**src/rtl/mux_2.sv**
```systemverilog
// Two-lane W-bit mux: combinational output, qualified registered output and a
// saturating select-change counter. Define MUX_2_PARITY_EN to add o_par.
module mux_2 #(
   parameter int W     = 1,
   parameter int CNT_W = 16
) (
   input  logic             clk,
   input  logic             rst,
   input  logic [2*W-1:0]   i,
   input  logic             s,
   input  logic             in_vld,
   output logic [W-1:0]     o,
   output logic [W-1:0]     o_q,
   output logic             out_vld,
`ifdef MUX_2_PARITY_EN
   output logic             o_par,
`endif
   output logic [CNT_W-1:0] sel_chg_cnt
);

`ifdef MUX_2_PARITY_EN
   function automatic logic even_par(input logic [W-1:0] d);
      return ^d;
   endfunction
`endif

   logic [W-1:0]     lane0_s;
   logic [W-1:0]     lane1_s;
   logic [W-1:0]     sel_s;
   logic             s_last_r;
   logic             seen_r;
   logic             cnt_max_s;
   logic             cnt_inc_s;

   assign lane0_s = i[W-1:0];
   assign lane1_s = i[2*W-1:W];

   // Lane selection; the unselected lane never reaches the result.
   always_comb begin
      sel_s = lane0_s;
      if (s == 1'b1) begin
         sel_s = lane1_s;
      end else begin
         sel_s = lane0_s;
      end
   end

   assign o = sel_s;

   // A change counts only once a prior qualified sample exists to compare against.
   always_comb begin
      cnt_max_s = (sel_chg_cnt == {CNT_W{1'b1}});
      cnt_inc_s = 1'b0;
      if (seen_r && (s != s_last_r) && !cnt_max_s) begin
         cnt_inc_s = 1'b1;
      end else begin
         cnt_inc_s = 1'b0;
      end
   end

   // Registered path, select history and change counter.
   always_ff @(posedge clk) begin
      if (rst) begin
         o_q         <= {W{1'b0}};
         out_vld     <= 1'b0;
         s_last_r    <= 1'b0;
         seen_r      <= 1'b0;
         sel_chg_cnt <= {CNT_W{1'b0}};
`ifdef MUX_2_PARITY_EN
         o_par       <= 1'b0;
`endif
      end else if (in_vld) begin
         o_q      <= sel_s;
         out_vld  <= 1'b1;
         s_last_r <= s;
         seen_r   <= 1'b1;
`ifdef MUX_2_PARITY_EN
         o_par    <= even_par(sel_s);
`endif
         if (cnt_inc_s) begin
            sel_chg_cnt <= sel_chg_cnt + {{(CNT_W-1){1'b0}}, 1'b1};
         end else begin
            sel_chg_cnt <= sel_chg_cnt;
         end
      end else begin
         out_vld <= 1'b0;
      end
   end

endmodule

```
**config.mk**
```make
export PLATFORM = sky130hd
export DESIGN_NAME = mux_2
export DESIGN_NICKNAME = d
export VERILOG_FILES = /design/src/rtl/mux_2.sv
export SDC_FILE = /design/constraint.sdc
export NUM_CORES = 1
export LEC_CHECK = 0
export CAP_MARGIN = 20
export CORE_ASPECT_RATIO = 1.4
export CORE_MARGIN = 2
export CORE_UTILIZATION = 26
export CTS_CLUSTER_SIZE = 24
export DETAILED_ROUTE_END_ITERATION = 12
export MAX_ROUTING_LAYER = met4
export PLACE_DENSITY = 0.55
export SYNTH_ARGS = -nofsm -noshare
export SYNTH_HDL_FRONTEND = slang
export SYNTH_SLANG_ARGS = --single-unit
```
**constraint.sdc**
```tcl
create_clock -name clk -period 2.49 [get_ports clk]
set_clock_uncertainty 0.1 [all_clocks]
set_input_delay 0.498 -clock clk [delete_from_list [all_inputs] [get_ports clk]]
set_output_delay 0.498 -clock clk [all_outputs]
set_load 0.03 [all_outputs]
```
==> results.toml, run 1 <==
[worst_setup_path]
r2r_end = "sel_chg_cnt[7]"
critPathSlowestCell = "clkdlybuf4s50_1"
crit_path_cell_chain = "clkdlybuf4s50_1, mux2_2, dlygate4sd2_1"
timing.critical_path.depth = 3
endpoint_class_of_the_critical_path = "primary output"
worstSetupStartpoint = "s"
worst-path-max-fanout = 2
cp_data_arrival_time_ns = 1.69
worst-path-buf-inv = 2
worst_r2r_path_depth = 6
worst_path_dominant_cell_family = "buffers and inverters"
launching_point_of_the_worst_reg2reg_path = "sel_chg_cnt[0]"
critical-path-max-stage-delay_ns = 0.48
setup.worst_path.start_class = "input port"
crit_type = "in2out"
reg2reg_setup_slack_ns = 0.59
worst_ep_required_time_ns = 1.89

[yosys]
netlist-cell-type-count = 33
syn_nets = 124
post_synth_inst_count = 117
post-synth-top-area-fraction = 0.382
synth_seq_area_share = 0.382
syn_area_per_cell_um2 = 8.96
synth_top_area_cell = "dfxtp_1"
yosys_warns = 0
mappedNetlistArea_um2 = 1050
synth.area.top_cells = "dfxtp_1 (38%), nor4_2 (6.0%), mux2_1 (5.4%), or4_1 (5.0%), a21oi_1 (4.3%)"
synth-seq-cells = 20

[final_layout]
layout.nets = 152
seq_area_um2 = 400
multi_input_area_um2 = 596
num_antenna_cells = 0
layout-area-overhead-vs-synth_pct = 34.7
drive_gt1_frac = 0.118
commonest_non_fill_non_tap_cell_in_the_layout = "clkdlybuf4s50_1"
final_cell_mix = "clkdlybuf4s50_1 (23), dfxtp_1 (20), nor2_1 (10)"
fillCellCount = 408

[grt]
gr_util_all_layers = 0.119
grt_antenna_before_repair = 0
grt_pass1_wl_mm = 4.32
grt_max_degree = 28
grt_remaining_overflow = 0
first_global_vias = 992

[place]
routabilityCongestion = 0.802
detailed_place_hpwl_mm = 1.81
placement.io_buffers = 24

[floorplanning]
core_region_area_um2 = 3920
ioPinCount = 25
die_width_um = 57.7
die_area_um2 = 4560
row_count = 27
initial_utilization = 0.268
die_height_um = 79.1

[routing]
wl_per_cell_um = 12.9
first_iter_violations = 14
detailedRoute.firstPassIterationCount = 4
remaining_drc_errors = 0
avgViaCountPerCell = 5.26
num_vias = 983
routed_wirelength_mm = 2.42
drt.antenna.violating_nets = 0

[power_and_ir_drop]
total_leakage_power_uw = 0.000474
proportion_of_power_drawn_by_the_clock_network = 0.394
power_density_nw_per_um2 = 447
combinational_group_share_of_total_power = 0.088
power.switching_uw = 141
sw_frac_of_total = 0.223
design_power_total_uw = 632
p_int_uw = 491
pwr-share-seq = 0.519
vdd_ir_drop_max_mv = 0.297

[clock_network]
max-clock-path-buffers = 2
clock_sinks = 20
cts_setup_buffers = 0
htreeDepth = 1
cts.root.buffer_cell = "clkbuf_8"
clk_transition_reported_paths_ns = 0.07
insertion_delay_ns = 0.26
cts_tree = "built"
cts-buffers-inserted = 3

[outcome]
outcome = "complete, no violations"

[worst_hold_path]
hold_path.startpoint = "sel_chg_cnt[14]"
timing.hold.worst_endpoint = "sel_chg_cnt[14]"
min_delay_path_depth = 2
worst_min_delay_path_class = "reg2reg"

[timing]
rsz_0062_raised_after_global_routing = "no"
fmax_mhz = 438
max-slew-margin-rel = 0.675
final_hold_viol_count = 0
worst_hold_slack_ns = 0.403
final-max-slew-violation-count = 0
tightest_slew_ns = 0.486
setup_viol = 0
min_period_over_period = 0.917
layout_min_cycle_time_ns = 2.28

[run]
max_cap_violations = 0
## kinds of logic (layout without fill, tap and decap cells)
group / count (synthesis) / in the layout / synth area share
AOI/OAI and AO/OA: 22 / 22 / 0.136
xor gates and xnor gates: 1 / 1 / 0.00835
adders and majority gates: 1 / 1 / 0.0119
buffers and inverters: 10 / 37 / 0.0501
DFF: 20 / 20 / 0.382
muxes: 8 / 8 / 0.0835
and+or+nand+nor: 55 / 55 / 0.328
## worst register-to-register path: cells and delay by family (launching register included)
family	cells	cell delay (ns)
AND/OR/NAND/NOR	3	0.53
flip-flops	1	0.38
multiplexers	1	0.31
adder cells (fa/ha/maj)	1	0.24
buffers and inverters	1	0.23
## layout make-up
class | instances | area share
Sequential cell | 20 | 0.283
Tap cell | 43 | 0.0381
Multi-Input combinational cell | 87 | 0.422
Inverter | 3 | 0.00797
Timing Repair Buffer | 30 | 0.210
Clock buffer | 4 | 0.0390
## state kept, by name (all words and copies together) (netlist names)
name,cells
sel_chg_cnt,16
seen_r,1
o_q,1
out_vld,1
s_last_r,1
## repair_timing
item	in CTS	in global routing
hold buffers	0	0
endpoints found under the hold margin	0	0
setup endpoints to repair	1	0
resized for setup	1	0
## power by group through the flow
| stage | sequential (uW) | combinational, uW | clock, uW |
|---|---|---|---|
| CTS | 328 | 56.4 | 258 |
| detailed placement | 336 | 57.1 | 0 |
| global placement | 335 | 56.1 | 0 |
| floorplan | 341 | 23.8 | 0 |
| global route | 329 | 61.0 | 278 |
| finish | 328 | 55.5 | 249 |
## Yosys cell counts (all sizes together)
| master | count |
|---|---|
| a21oi | 9 |
| and2 | 1 |
| and3 | 3 |
| and4 | 1 |
| buf | 5 |
| clkbuf | 2 |
| dfxtp | 20 |
| ha | 1 |
| inv | 3 |
| mux2 | 6 |
| mux2i | 2 |
| nand2 | 7 |
| nand3 | 5 |
| nand4 | 6 |
| nor2 | 10 |
| nor2b | 6 |
| nor3 | 1 |
| nor4 | 6 |
| o21a | 1 |
| o21ai | 2 |
| o311ai | 1 |
| o31a | 1 |
| o31ai | 6 |
| o41ai | 2 |
| or3 | 1 |
| or3b | 1 |
| or4 | 7 |
| xor2 | 1 |
## stage by stage
| step | utilization | instances | setup TNS, ns | setup slack, ns | area, um^2 |
|---|---|---|---|---|---|
| 5_1_grt | 0.360 | 187 | 0 | 0.159 | 1410 |
| 3_5_place_dp | 0.347 | 183 | -0.0483 | -0.0434 | 1360 |
| 4_1_cts | 0.360 | 187 | 0 | 0.197 | 1410 |
| 3_3_place_gp | 0.347 | 183 | -0.0202 | -0.0202 | 1360 |
| 2_1_floorplan | - | 117 | 0 | 0.497 | 1050 |
| 6_report | 0.360 | 187 | 0 | 0.206 | 1410 |
## worst max path at each step
stage	endpoint	slack, ns
global placement	o	-0.02
finish	o	0.21
detailed placement	o	-0.04
CTS	o	0.20
global route	sel_chg_cnt[15]	0.16
floorplan	sel_chg_cnt[15]	0.50
## per-layer routing
layer	global-route usage	share of wire
met2	0.206	0.51
met3	0.0195	0.028
met4	0.0465	0.010
met1	0.136	0.45
met5	-	0
(Power assumes the default switching activity.)
==> run 2: changes to the inputs <==
--- a/config.mk
+++ b/config.mk
@@ -13,6 +13,8 @@
 export DETAILED_ROUTE_END_ITERATION = 12
 export MAX_ROUTING_LAYER = met4
 export PLACE_DENSITY = 0.55
+export SETUP_SLACK_MARGIN = 0.15
+export SLEW_MARGIN = 20
 export SYNTH_ARGS = -nofsm -noshare
 export SYNTH_HDL_FRONTEND = slang
 export SYNTH_SLANG_ARGS = --single-unit
==> results of run 2 <==
The final DEF is identical to that of run 1; final timing and power are the same.
==> run 3: changes to the inputs <==
--- a/config.mk
+++ b/config.mk
@@ -11,8 +11,10 @@
 export CORE_UTILIZATION = 26
 export CTS_CLUSTER_SIZE = 24
 export DETAILED_ROUTE_END_ITERATION = 12
+export HOLD_SLACK_MARGIN = 0.12
 export MAX_ROUTING_LAYER = met4
 export PLACE_DENSITY = 0.55
+export REMOVE_ABC_BUFFERS = 1
 export SETUP_SLACK_MARGIN = 0.15
 export SLEW_MARGIN = 20
 export SYNTH_ARGS = -nofsm -noshare
==> results.toml, run 3 (synthesis results as in run 1) <==
[grt]
grt_antenna_before_repair = 0
gr_util_all_layers = 0.116
grt_remaining_overflow = 0
grt_max_degree = 28
grt_pass1_wl_mm = 4.19
first_global_vias = 988

[final_layout]
fillCellCount = 410
layout-area-overhead-vs-synth_pct = 34.4
commonest_non_fill_non_tap_cell_in_the_layout = "clkdlybuf4s50_1"
final_cell_mix = "clkdlybuf4s50_1 (23), dfxtp_1 (20), nor2_1 (10)"
largest_register_ff_count = 16
layout.nets = 152
postLayoutCoreUtil = 0.360
regMostFlops = "sel_chg_cnt"
post-route-cell-area_um2 = 1410
drive_gt1_frac = 0.125
num_antenna_cells = 0

[timing]
final_hold_viol_count = 0
tightest_slew_ns = 0.317
min_period_over_period = 0.871
max-slew-margin-rel = 0.788
final.setup.worst_slack_ns = 0.321
setup_viol = 0
final-max-slew-violation-count = 0
fmax_mhz = 461
layout_min_cycle_time_ns = 2.17
rsz_0062_raised_after_global_routing = "no"
worst_hold_slack_ns = 0.400

[routing]
wl_per_cell_um = 13.3
avgViaCountPerCell = 5.29
remaining_drc_errors = 0
num_vias = 990
routed_wirelength_mm = 2.49
first_iter_violations = 16
detailedRoute.firstPassIterationCount = 4
drt.antenna.violating_nets = 0

[place]
placement.io_buffers = 24
routabilityCongestion = 0.753
setup_slack_after_placement_ns = -0.100
detailed_place_hpwl_mm = 1.88
placed_cell_area_um2 = 1360

[outcome]
outcome = "complete, no violations"

[worst_hold_path]
worst_min_delay_path_class = "reg2reg"
hold_path.startpoint = "sel_chg_cnt[14]"

[power_and_ir_drop]
vdd_ir_drop_max_mv = 0.267
power_density_nw_per_um2 = 453
total_leakage_power_uw = 0.000473

[worst_setup_path]
launching_point_of_the_worst_reg2reg_path = "sel_chg_cnt[0]"
endpoint_class_of_the_critical_path = "primary output"
worst_ep_required_time_ns = 1.89
worstSetupStartpoint = "s"
worst-path-max-fanout = 3
crit_type = "in2out"
cp_data_arrival_time_ns = 1.57
setup.worst_path.start_class = "input port"

[clock_network]
cts_setup_buffers = 0
cts-buffers-inserted = 3
htreeDepth = 1
insertion_delay_ns = 0.26
clock_sinks = 20
cts.root.buffer_cell = "clkbuf_8"
cts_tree = "built"
max-clock-path-buffers = 2
clk_transition_reported_paths_ns = 0.08

[floorplanning]
core_region_area_um2 = 3920
die_height_um = 79.1
die_area_um2 = 4560
row_count = 27
initial_utilization = 0.268
ioPinCount = 25
die_width_um = 57.7

[run]
max_cap_violations = 0
## run 3: cell count changes in the layout (fill, tap and decap cells not counted)
cell           previous run  this run
clkbuf_2                  0         1
dlygate4sd2_1             1         0
## run 3: per-layer routing
layer  global-route usage  routed length (um)  up-vias
met5                    -                   0        -
met4               0.0442                  38        0
met3               0.0179                 104        5
met2                0.199                1300       26
met1                0.135                1040      464
li1                     -                   -      495
## run 3: metrics by stage
step	setup TNS, ns	std cells	total power [uW]
floorplan	-0.339	110	359
global placement	-0.0684	183	391
detailed placement	-0.100	183	393
CTS	0	187	648
global route	0	187	668
finish	0	187	638
## run 3: repair_timing
action                     in CTS  in global routing
hold buffers                    0                  0
gates resized for setup         2                  1
setup endpoints to repair       1                  1
## run 3: power by group
part / switching, uW / total (uW) / internal (uW)
combinational: 30.4 / 55.9 / 25.4
sequential: 3.29 / 328 / 325
clock: 114 / 254 / 141
total: 147 / 638 / 491
## run 3: worst paths after layout
kind                            cells past startpoint         endpoint  slack [ns]
worst max-delay path                                3                o        0.32
worst min-delay path                                2  sel_chg_cnt[14]        0.40
worst max register to register                      6   sel_chg_cnt[9]        0.61
worst min register to register                      2  sel_chg_cnt[14]        0.40
## run 3: critical path: stages
cell,delay [ns]
clkdlybuf4s50_1,0.52
mux2_2,0.36
clkbuf_2,0.19
## run 3: layout make-up
class | count | area, um^2 | area share
tap | 43 | 53.8 | 0.0382
sequential | 20 | 400 | 0.284
clock buffer | 4 | 55.1 | 0.0391
timing repair buffer | 30 | 293 | 0.208
inverter | 3 | 11.3 | 0.00799
multi-input combinational | 87 | 596 | 0.423
==> RTL change (flow settings as in run 3) <==
Make the reset (`rst`) asynchronous in one clocked block.
--- a/src/rtl/mux_2.sv
+++ b/src/rtl/mux_2.sv
@@ -60,5 +60,5 @@
 
    // Registered path, select history and change counter.
-   always_ff @(posedge clk) begin
+   always_ff @(posedge clk or posedge rst) begin
       if (rst) begin
          o_q         <= {W{1'b0}};
Behaviour: differs if rst is asserted again (counterexample within 4 cycles, from zero or initial values and one cycle with rst high); with rst held inactive, the same outputs for 10 cycles.
==> RTL change against run 3 <==
Worst setup slack lost 0.12 ns; critical path type unchanged; area after synthesis shrank 5.0%; sequential cell count is the same; design area shrank 4.9%; wire length shrank 22%; global-route usage shrank 1.6 points.
Power is not compared: it rests on default switching activity, and its combinational part moved more than twofold at a synthesized area within 25%.
==> RTL change: results (changes against run 3) <==
status completed (unchanged); GRT met3 Usage 0.0270 (was 0.0179); Final #Nets 119 (was 152); CP max FO 2 (was 3); GPL Wtd Cong 0.780 (was 0.753); Ys Warns 0 (unchanged); flop-to-flop setup slack 0.56 ns (was 0.61 ns); Area after DPL 0.00130 mm² (was 0.00136 mm²); clk_lat worst skew 0.26 ns (about the same); via density per instance 4.74 (was 5.29); Synth area leaders dfrtp_1, xor2_1, mux2_2 (was dfxtp_1, nor4_2, mux2_1); relative slew slack 0.742 (was 0.788); share of layout cells above drive strength 1 0.200 (was 0.125); met1 wire length 837 µm (was 1040 µm); crit path capture o (unchanged); Yosys cell types 25 (was 33); fill count 385 (was 410); Final HPWL DP 1450 µm (was 1880 µm); Pre-antenna DRT Iters 3 (was 4); IO Port Bufs 24 (unchanged); synth cell count leaders dfrtp_1, xor2_1, nand2_1 (was dfxtp_1, nor2_1, a21oi_1); WL met3 118 µm (was 104 µm); initial antenna violation count 0 (unchanged); Max Clk Rate 0.437 GHz (was 0.461 GHz); met1 usage 0.113 (was 0.135); dpl ws -0.0437 ns (was -0.100 ns); clk buf depth 2 (unchanged); WHS Path Cells 1 (was 2); vias in the first global route 735 (was 988); asr flop ratio synth 1.00 (was 0); hold_ws 0.365 ns (was 0.400 ns); largest net degree at the start of global routing 21 (was 28); Met2 Wirelength 937 µm (was 1300 µm); clock input transition at the sequential cells of the worst setup and hold paths roughly 0.070 ns; RR Startpoint sel_chg_cnt[0] (unchanged); Core ar. 0.00368 mm² (was 0.00392 mm²); Synth Flop Type dfrtp_1 (was dfxtp_1); r2r endpoint sel_chg_cnt[7] (was sel_chg_cnt[9]); ant diodes 0 (unchanged); Worst path slowest cell clkdlybuf4s50_1 (unchanged); Worst VDD drop between 500 and 600 µV; max reg flops 16 (unchanged); FF/Latch Area 500 µm² (was 400 µm²); kind of cell adding the most delay to the critical path buffers and inverters (unchanged); gr usage total 0.101 (was 0.116); max incr delay on CP 0.48 ns (was 0.52 ns); postcts setup bufs 0 (unchanged); Critical Path AT 1.69 ns (was 1.57 ns); Final Instance Count excl. Fillers 152 (was 187); PostCTS Resize Cnt 1 (was 2); met2 Track Usage GR 0.164 (was 0.199); routed len/inst 12.7 µm (was 13.3 µm); Worst Min Path Start seen_r (was sel_chg_cnt[14]); Worst setup startpoint s (unchanged); FF-to-FF path depth 6 (unchanged); sequential-to-total area share from yosys stat 0.503 (was 0.382); Hold EP seen_r (was sel_chg_cnt[14]); first-pass GRT wire length 3330 µm (was 4190 µm); Syn Inst Count 81 (was 117); DR iter-0 viols 5 (was 16)
RTL change: cell count changes in the layout (fill, tap and decap cells not counted), sizes merged, moves of 4 or more:
cell,run 3,this run
dfrtp,0,20
dfxtp,20,0
xor2,1,16
a21oi,9,0
nor2,10,3
or4,7,0
nor2b,6,0
o31ai,6,0
nor3,1,6
nand3,5,1
RTL change: final cells by class:
cell class	count	area share
Inverter	1	0.00280
Multi-Input combinational cell	59	0.359
Tap cell	42	0.0392
Sequential cell	20	0.373
Clock buffer	3	0.0308
Timing Repair Buffer	27	0.195
RTL change: cells by family after synthesis:
group | count (synthesis) | synth area share
and+or+nand+nor | 38 | 0.276
adders and majority gates | 1 | 0.0126
buffers and inverters | 2 | 0.0151
xor gates and xnor gates | 16 | 0.148
muxes | 4 | 0.0452
DFF | 20 | 0.503
RTL change: power by group:
group	switching (mW)	leakage (nW)	internal, mW	total (mW)
registers	0.0667	0.258	0.374	0.440
logic	0.165	0.355	0.141	0.305
clock network	0.104	0.0216	0.108	0.211
total	0.335	0.635	0.622	0.957
